**src/rtl/gbc_vram_read_scheduler.sv**
```systemverilog
// rtl/gbc_vram_read_scheduler.sv - scaled, centred GBC frame-buffer read sequencer for the VGA raster
// Optional VRAM_SCANLINE_EN: halve colour on the last replicated line of each source row.
module gbc_vram_read_scheduler #(
  parameter int SRC_H        = 160,
  parameter int SRC_V        = 144,
  parameter int SCALE        = 4,
  parameter int X_OFFSET     = 320,
  parameter int Y_OFFSET     = 72,
  parameter int ADDR_WIDTH   = 15,
  parameter int VRAM_LATENCY = 1
) (
  input  logic                  i_clkPixel,
  input  logic                  i_reset,
  input  logic                  i_hSync,
  input  logic                  i_vSync,
  input  logic                  i_active,
  input  logic [15:0]           i_x,
  input  logic [15:0]           i_y,
  input  logic [7:0]            i_vramData,
  output logic [ADDR_WIDTH-1:0] o_vramReadAddr,
  output logic                  o_hSync,
  output logic                  o_vSync,
  output logic                  o_inWindow,
  output logic [2:0]            o_red,
  output logic [2:0]            o_green,
  output logic [1:0]            o_blue
);

  localparam int DEPTH = 2 + VRAM_LATENCY;
  localparam int SUB_W = (SCALE > 1) ? $clog2(SCALE) : 1;

  localparam logic [15:0] X_START = 16'(X_OFFSET - 1);
  localparam logic [15:0] X_LO    = 16'(X_OFFSET);
  localparam logic [15:0] X_HI    = 16'(X_OFFSET + SRC_H * SCALE);
  localparam logic [15:0] Y_LO    = 16'(Y_OFFSET);
  localparam logic [15:0] Y_HI    = 16'(Y_OFFSET + SRC_V * SCALE);

  localparam logic [ADDR_WIDTH-1:0] ROW_STEP = ADDR_WIDTH'(SRC_H);
  localparam logic [ADDR_WIDTH-1:0] LAST_ROW = ADDR_WIDTH'((SRC_V - 1) * SRC_H);
  localparam logic [7:0]            SRC_X_LAST = 8'(SRC_H - 1);
  localparam logic [SUB_W-1:0]      SUB_LAST   = SUB_W'(SCALE - 1);

  localparam logic [2:0] S_TOP      = 3'd0;
  localparam logic [2:0] S_FETCH    = 3'd1;
  localparam logic [2:0] S_LINE_END = 3'd2;
  localparam logic [2:0] S_WAIT_X   = 3'd3;
  localparam logic [2:0] S_BOTTOM   = 3'd4;

  logic [2:0]            state;
  logic [ADDR_WIDTH-1:0] row_base;
  logic [7:0]            src_x;
  logic [SUB_W-1:0]      x_sub;
  logic [SUB_W-1:0]      y_sub;
  logic                  frame_ok;

  logic frame_start;
  logic in_window;

  assign frame_start = (i_x == 16'd0) && (i_y == 16'd0);
  assign in_window   = i_active && (i_x >= X_LO) && (i_x < X_HI) && (i_y >= Y_LO) && (i_y < Y_HI);

  // frame_ok keeps a reset-interrupted frame dark until the raster restarts.
  always_ff @(posedge i_clkPixel) begin
    if (i_reset) begin
      state          <= S_TOP;
      row_base       <= '0;
      src_x          <= '0;
      x_sub          <= '0;
      y_sub          <= '0;
      frame_ok       <= 1'b0;
      o_vramReadAddr <= '0;
    end else if (frame_start) begin
      state          <= S_TOP;
      row_base       <= '0;
      src_x          <= '0;
      x_sub          <= '0;
      y_sub          <= '0;
      frame_ok       <= 1'b1;
      o_vramReadAddr <= '0;
    end else begin
      o_vramReadAddr <= (state == S_FETCH) ? row_base + ADDR_WIDTH'(src_x) : '0;
      case (state)
        S_TOP: begin
          row_base <= '0;
          y_sub    <= '0;
          if (frame_ok && i_y == Y_LO && i_x == X_START) begin
            state <= S_FETCH;
            src_x <= '0;
            x_sub <= '0;
          end
        end
        S_FETCH: begin
          if (x_sub == SUB_LAST) begin
            x_sub <= '0;
            src_x <= src_x + 8'd1;
            if (src_x == SRC_X_LAST) state <= S_LINE_END;
          end else begin
            x_sub <= x_sub + SUB_W'(1);
          end
        end
        S_LINE_END: begin
          if (y_sub == SUB_LAST) begin
            y_sub    <= '0;
            row_base <= row_base + ROW_STEP;
            state    <= (row_base == LAST_ROW) ? S_BOTTOM : S_WAIT_X;
          end else begin
            y_sub <= y_sub + SUB_W'(1);
            state <= S_WAIT_X;
          end
        end
        S_WAIT_X: begin
          if (i_x == X_START) begin
            state <= S_FETCH;
            src_x <= '0;
            x_sub <= '0;
          end
        end
        default: state <= S_BOTTOM;
      endcase
    end
  end

  logic [DEPTH-1:0] win_pipe;
  logic [DEPTH-1:0] hs_pipe;
  logic [DEPTH-1:0] vs_pipe;
  logic             dim;
  logic [2:0]       red_n;
  logic [2:0]       green_n;
  logic [1:0]       blue_n;

`ifdef VRAM_SCANLINE_EN
  logic [DEPTH-1:0][SUB_W-1:0] ysub_pipe;

  always_ff @(posedge i_clkPixel) begin
    if (i_reset) ysub_pipe <= '0;
    else         ysub_pipe <= {ysub_pipe[DEPTH-2:0], y_sub};
  end
`endif

  always_comb begin
    dim = 1'b0;
`ifdef VRAM_SCANLINE_EN
    dim = (ysub_pipe[DEPTH-2] == SUB_LAST);
`endif
    red_n   = dim ? {1'b0, i_vramData[7:6]} : i_vramData[7:5];
    green_n = dim ? {1'b0, i_vramData[4:3]} : i_vramData[4:2];
    blue_n  = dim ? {1'b0, i_vramData[1]}   : i_vramData[1:0];
  end

  // Colour is gated one stage early so it lands together with o_inWindow.
  always_ff @(posedge i_clkPixel) begin
    if (i_reset) begin
      win_pipe <= '0;
      hs_pipe  <= '0;
      vs_pipe  <= '0;
      o_red    <= '0;
      o_green  <= '0;
      o_blue   <= '0;
    end else begin
      win_pipe <= {win_pipe[DEPTH-2:0], frame_ok & in_window};
      hs_pipe  <= {hs_pipe[DEPTH-2:0], i_hSync};
      vs_pipe  <= {vs_pipe[DEPTH-2:0], i_vSync};
      o_red    <= win_pipe[DEPTH-2] ? red_n   : 3'd0;
      o_green  <= win_pipe[DEPTH-2] ? green_n : 3'd0;
      o_blue   <= win_pipe[DEPTH-2] ? blue_n  : 2'd0;
    end
  end

  assign o_hSync    = hs_pipe[DEPTH-1];
  assign o_vSync    = vs_pipe[DEPTH-1];
  assign o_inWindow = win_pipe[DEPTH-1];

endmodule

```
**config.mk**
```make
export PLATFORM = sky130hd
export DESIGN_NAME = gbc_vram_read_scheduler
export DESIGN_NICKNAME = d
export VERILOG_FILES = /design/src/rtl/gbc_vram_read_scheduler.sv
export SDC_FILE = /design/constraint.sdc
export NUM_CORES = 1
export LEC_CHECK = 0
export ABC_AREA = 1
export ABC_CLOCK_PERIOD_IN_PS = 1850
export BUFFER_PORTS_ARGS = -buffer_cell sky130_fd_sc_hd__buf_2
export CORE_MARGIN = 8
export CORE_UTILIZATION = 53
export DETAILED_ROUTE_END_ITERATION = 10
export GPL_ROUTABILITY_DRIVEN = 0
export PLACE_DENSITY = 0.79
export SLEW_MARGIN = 20
export SYNTH_ARGS = -nofsm -noshare
export SYNTH_HDL_FRONTEND = slang
export SYNTH_SLANG_ARGS = --single-unit
```
**constraint.sdc**
```tcl
create_clock -name i_clkPixel -period 1.85 [get_ports i_clkPixel]
set_input_delay 0.185 -clock i_clkPixel [delete_from_list [all_inputs] [get_ports i_clkPixel]]
set_output_delay 0.185 -clock i_clkPixel [all_outputs]
set_load 0.1 [all_outputs]
```
==> results.py <==
metrics = {
    "placed_design": {
        "hpwlAfterDp_mm": 4.87,
        "place_area_mm2": 0.00330,
        "portBuffers": 70,
    },
    "critical_path": {
        "endpoint_kind": "flip-flop",
        "critPathTopFamily": "simple AND/OR/NAND/NOR gates",
        "crit_path_top_delay_cell": "dfxtp_1",
        "path_max_fanout": 4,
        "max_stage_delay_ps": 340,
        "crit_buf_inv": 1,
        "r2r_slack_ps": 150,
        "startpoint_type": "flip-flop",
        "cp.required_ps": 2130,
        "path_common_cell": "nor2_1",
        "critPathKind": "flip-flop to flip-flop",
        "cp.arrival_ps": 1970,
        "crit_chain": "ha_1 > a21oi_1 > nor2_1 > nor2_1 > o21ai_2 > nand2_1 > xor2_1 > inv_1 > nor2_1",
    },
    "cts": {
        "cts.path.max_buffers": 2,
        "cts_tree": "yes",
        "cts_hold_buf": 0,
        "clk_pin_slew_ps": 70,
        "postCtsSetupBuffers": 0,
        "cts-buffers-inserted": 9,
        "cts.sinks": 58,
        "root_buffer": "clkbuf_8",
        "clock_latency_ps": 340,
        "cts_resized": 0,
        "cts.htree.levels": 3,
    },
    "routing": {
        "vias_per_cell": 4.76,
        "wl_mm": 6.28,
        "dr.pass1.iters": 4,
        "drc_errors": 0,
        "ant_nets": 0,
        "wl_per_cell_um": 11.2,
        "vias": 2673,
        "drtIter0Drc": 168,
    },
    "floorplan": {
        "io-pin-count": 71,
        "die_area_mm2": 0.00806,
        "die_x_um": 89.8,
        "core_area_mm2": 0.00537,
        "die_h_um": 89.8,
        "start_util": 0.537,
        "floorplan.rows": 27,
    },
    "timing": {
        "maxSlewViolCount": 0,
        "setup_violations": 0,
        "rsz0062_at_grt": "no",
        "timing.final.crit_share": 0.917,
        "tns_ps": 0,
        "fmax_mhz": 590,
        "fin_crit_ps": 1700,
        "hold_violations": 0,
        "holdWs_ps": 51.6,
        "skew_ps": 7.99,
    },
    "cells_and_area": {
        "nNetsFinal": 538,
        "areaGrowthSynthToFinish_pct": 22.4,
        "final_layout_size_suffix_gt1_frac": 0.237,
        "utilization": 0.657,
        "n_antenna_cell": 0,
        "nFillCells": 461,
        "design_area_mm2": 0.00353,
    },
    "logic_synthesis": {
        "synth.avg_cell_area_um2": 7.07,
        "synth_common_cells": "nor2_1, nand2_1, inv_1, dfxtp_1, nand3_1",
        "synth_area_leader_cell": "dfxtp_1",
        "ys_seq_area_frac": 0.403,
        "syn_nets": 461,
        "postSynth.asyncResetShare": 0,
        "synth_top_area_frac": 0.403,
        "synthFlopType": "dfxtp_1",
        "synth_cells": 408,
        "syn_area_mm2": 0.00288,
        "synth_most_common_cell": "nor2_1",
        "ys_warn_count": 0,
        "ys_ff_latch": 58,
        "synthTopCellsByArea": "dfxtp_1, nor2_1, nand2_1, inv_1, xor2_1",
        "ys_types": 37,
        "synth_edf_count": 0,
    },
    "job": {
        "maxCapViolations": 0,
    },
    "hold_path": {
        "hold_class": "input port to flip-flop",
    },
    "global_routing": {
        "grt_first_pass_wirelength_mm": 10.8,
        "grt_max_degree": 13,
        "grt.overflow.total": 0,
        "antenna_found_initial": 0,
        "grt_pass1_vias": 2655,
        "grt.total_usage": 0.159,
    },
    "power_and_ir_drop": {
        "pwr-share-comb": 0.306,
        "peakVddDrop_mv": 0.617,
        "power_frac_clock": 0.325,
        "p_sw_frac": 0.358,
        "p_sw_uw": 1450,
        "power_density_mw_per_mm2": 1150,
        "intPower_uw": 2600,
        "power_frac_seq": 0.370,
        "p_leak_uw": 0.00176,
    },
    "status": {
        "status": "finished clean",
    },
}
-- through the flow --
stage	worst slack [ps]	cells	total power (µW)
2_1_floorplan	360	408	2500
3_3_place_gp	289	546	2710
3_5_place_dp	238	546	2750
4_1_cts	176	562	4070
5_1_grt	20.1	562	4310
6_report	154	562	4050
-- state kept, by name, indices dropped and copies added (netlist names) --
| register | cells |
|---|---|
| o_blue | 2 |
| src_x | 8 |
| frame_ok | 1 |
| row_base | 10 |
| x_sub | 2 |
| o_vramReadAddr | 15 |
| o_red | 3 |
| win_pipe | 3 |
| state | 3 |
| o_green | 3 |
| vs_pipe | 3 |
| y_sub | 2 |
| hs_pipe | 3 |
-- metal layers --
metal  GRT usage  share of wire  up-vias
met1       0.160           0.43     1161
met4       0.110          0.025        0
met3      0.0457          0.063       13
met5           0              0        -
met2       0.280           0.49       82
li1            -              -     1417
-- kinds of logic (layout without fill, tap and decap cells) --
kind of cell    count (synthesis)  count (layout)  share of synthesized area
compound gates                 25              25                     0.0599
xor+xnor                       19              19                     0.0577
fa+ha+maj                       8               8                     0.0347
buf+inv                        81             163                      0.108
flops                          58              58                      0.403
other cells                     1               1                    0.00130
simple gates                  216             216                      0.336
-- power groups by stage --
stage	Combinational [µW]	Sequential [µW]	Clock, µW
final	1240	1500	1320
after global routing	1400	1520	1400
after CTS	1230	1500	1340
after detailed placement	1220	1520	0
after global placement	1190	1520	0
after floorplan	864	1640	0
-- cell type report --
type                    instances  area (µm²)  share of cell area
repair buffers                 70         350              0.0992
flip-flops and latches         58        1160               0.329
inverters                      77         289              0.0819
clock buffers                  12         155              0.0439
multi-input cells             269        1410               0.400
well taps                      72        90.1              0.0255
clock inverters                 4        73.8              0.0209
-- worst reg2reg max path: stages, from the launching register on --
cell	delay, ps
dfxtp_1	340
ha_1	340
a21oi_1	190
nor2_1	80
nor2_1	150
o21ai_2	120
nand2_1	110
xor2_1	190
inv_1	50
nor2_1	70
-- cell usage in the layout, fill, tap and decap left out, types with 2 or more instances in the layout --
| master | n |
|---|---|
| a21oi_1 | 11 |
| a21oi_2 | 2 |
| buf_2 | 70 |
| bufinv_16 | 2 |
| clkbuf_8 | 11 |
| dfxtp_1 | 58 |
| ha_1 | 8 |
| inv_1 | 68 |
| inv_2 | 9 |
| nand2_1 | 77 |
| nand2_2 | 3 |
| nand3_1 | 17 |
| nand3b_1 | 4 |
| nand4_1 | 11 |
| nor2_1 | 79 |
| nor2_2 | 7 |
| nor3_1 | 5 |
| nor3_2 | 2 |
| nor4_1 | 3 |
| o21ai_0 | 2 |
| o21ai_2 | 3 |
| or2_1 | 2 |
| xnor2_1 | 4 |
| xor2_1 | 15 |
-- path summary, 6_finish.rpt --
kind,start,endpoint,cells after the start
worst min register to register,hs_pipe[1]$_SDFF_PP0_,hs_pipe[2]$_SDFF_PP0_,2
worst max-delay path,row_base[6]$_SDFFE_PP0P_,o_vramReadAddr[12]$_SDFF_PP0_,9
worst min-delay path,i_hSync,hs_pipe[0]$_SDFF_PP0_,3
worst max register to register,row_base[6]$_SDFFE_PP0P_,o_vramReadAddr[12]$_SDFF_PP0_,9
(Power assumes the default switching activity.)
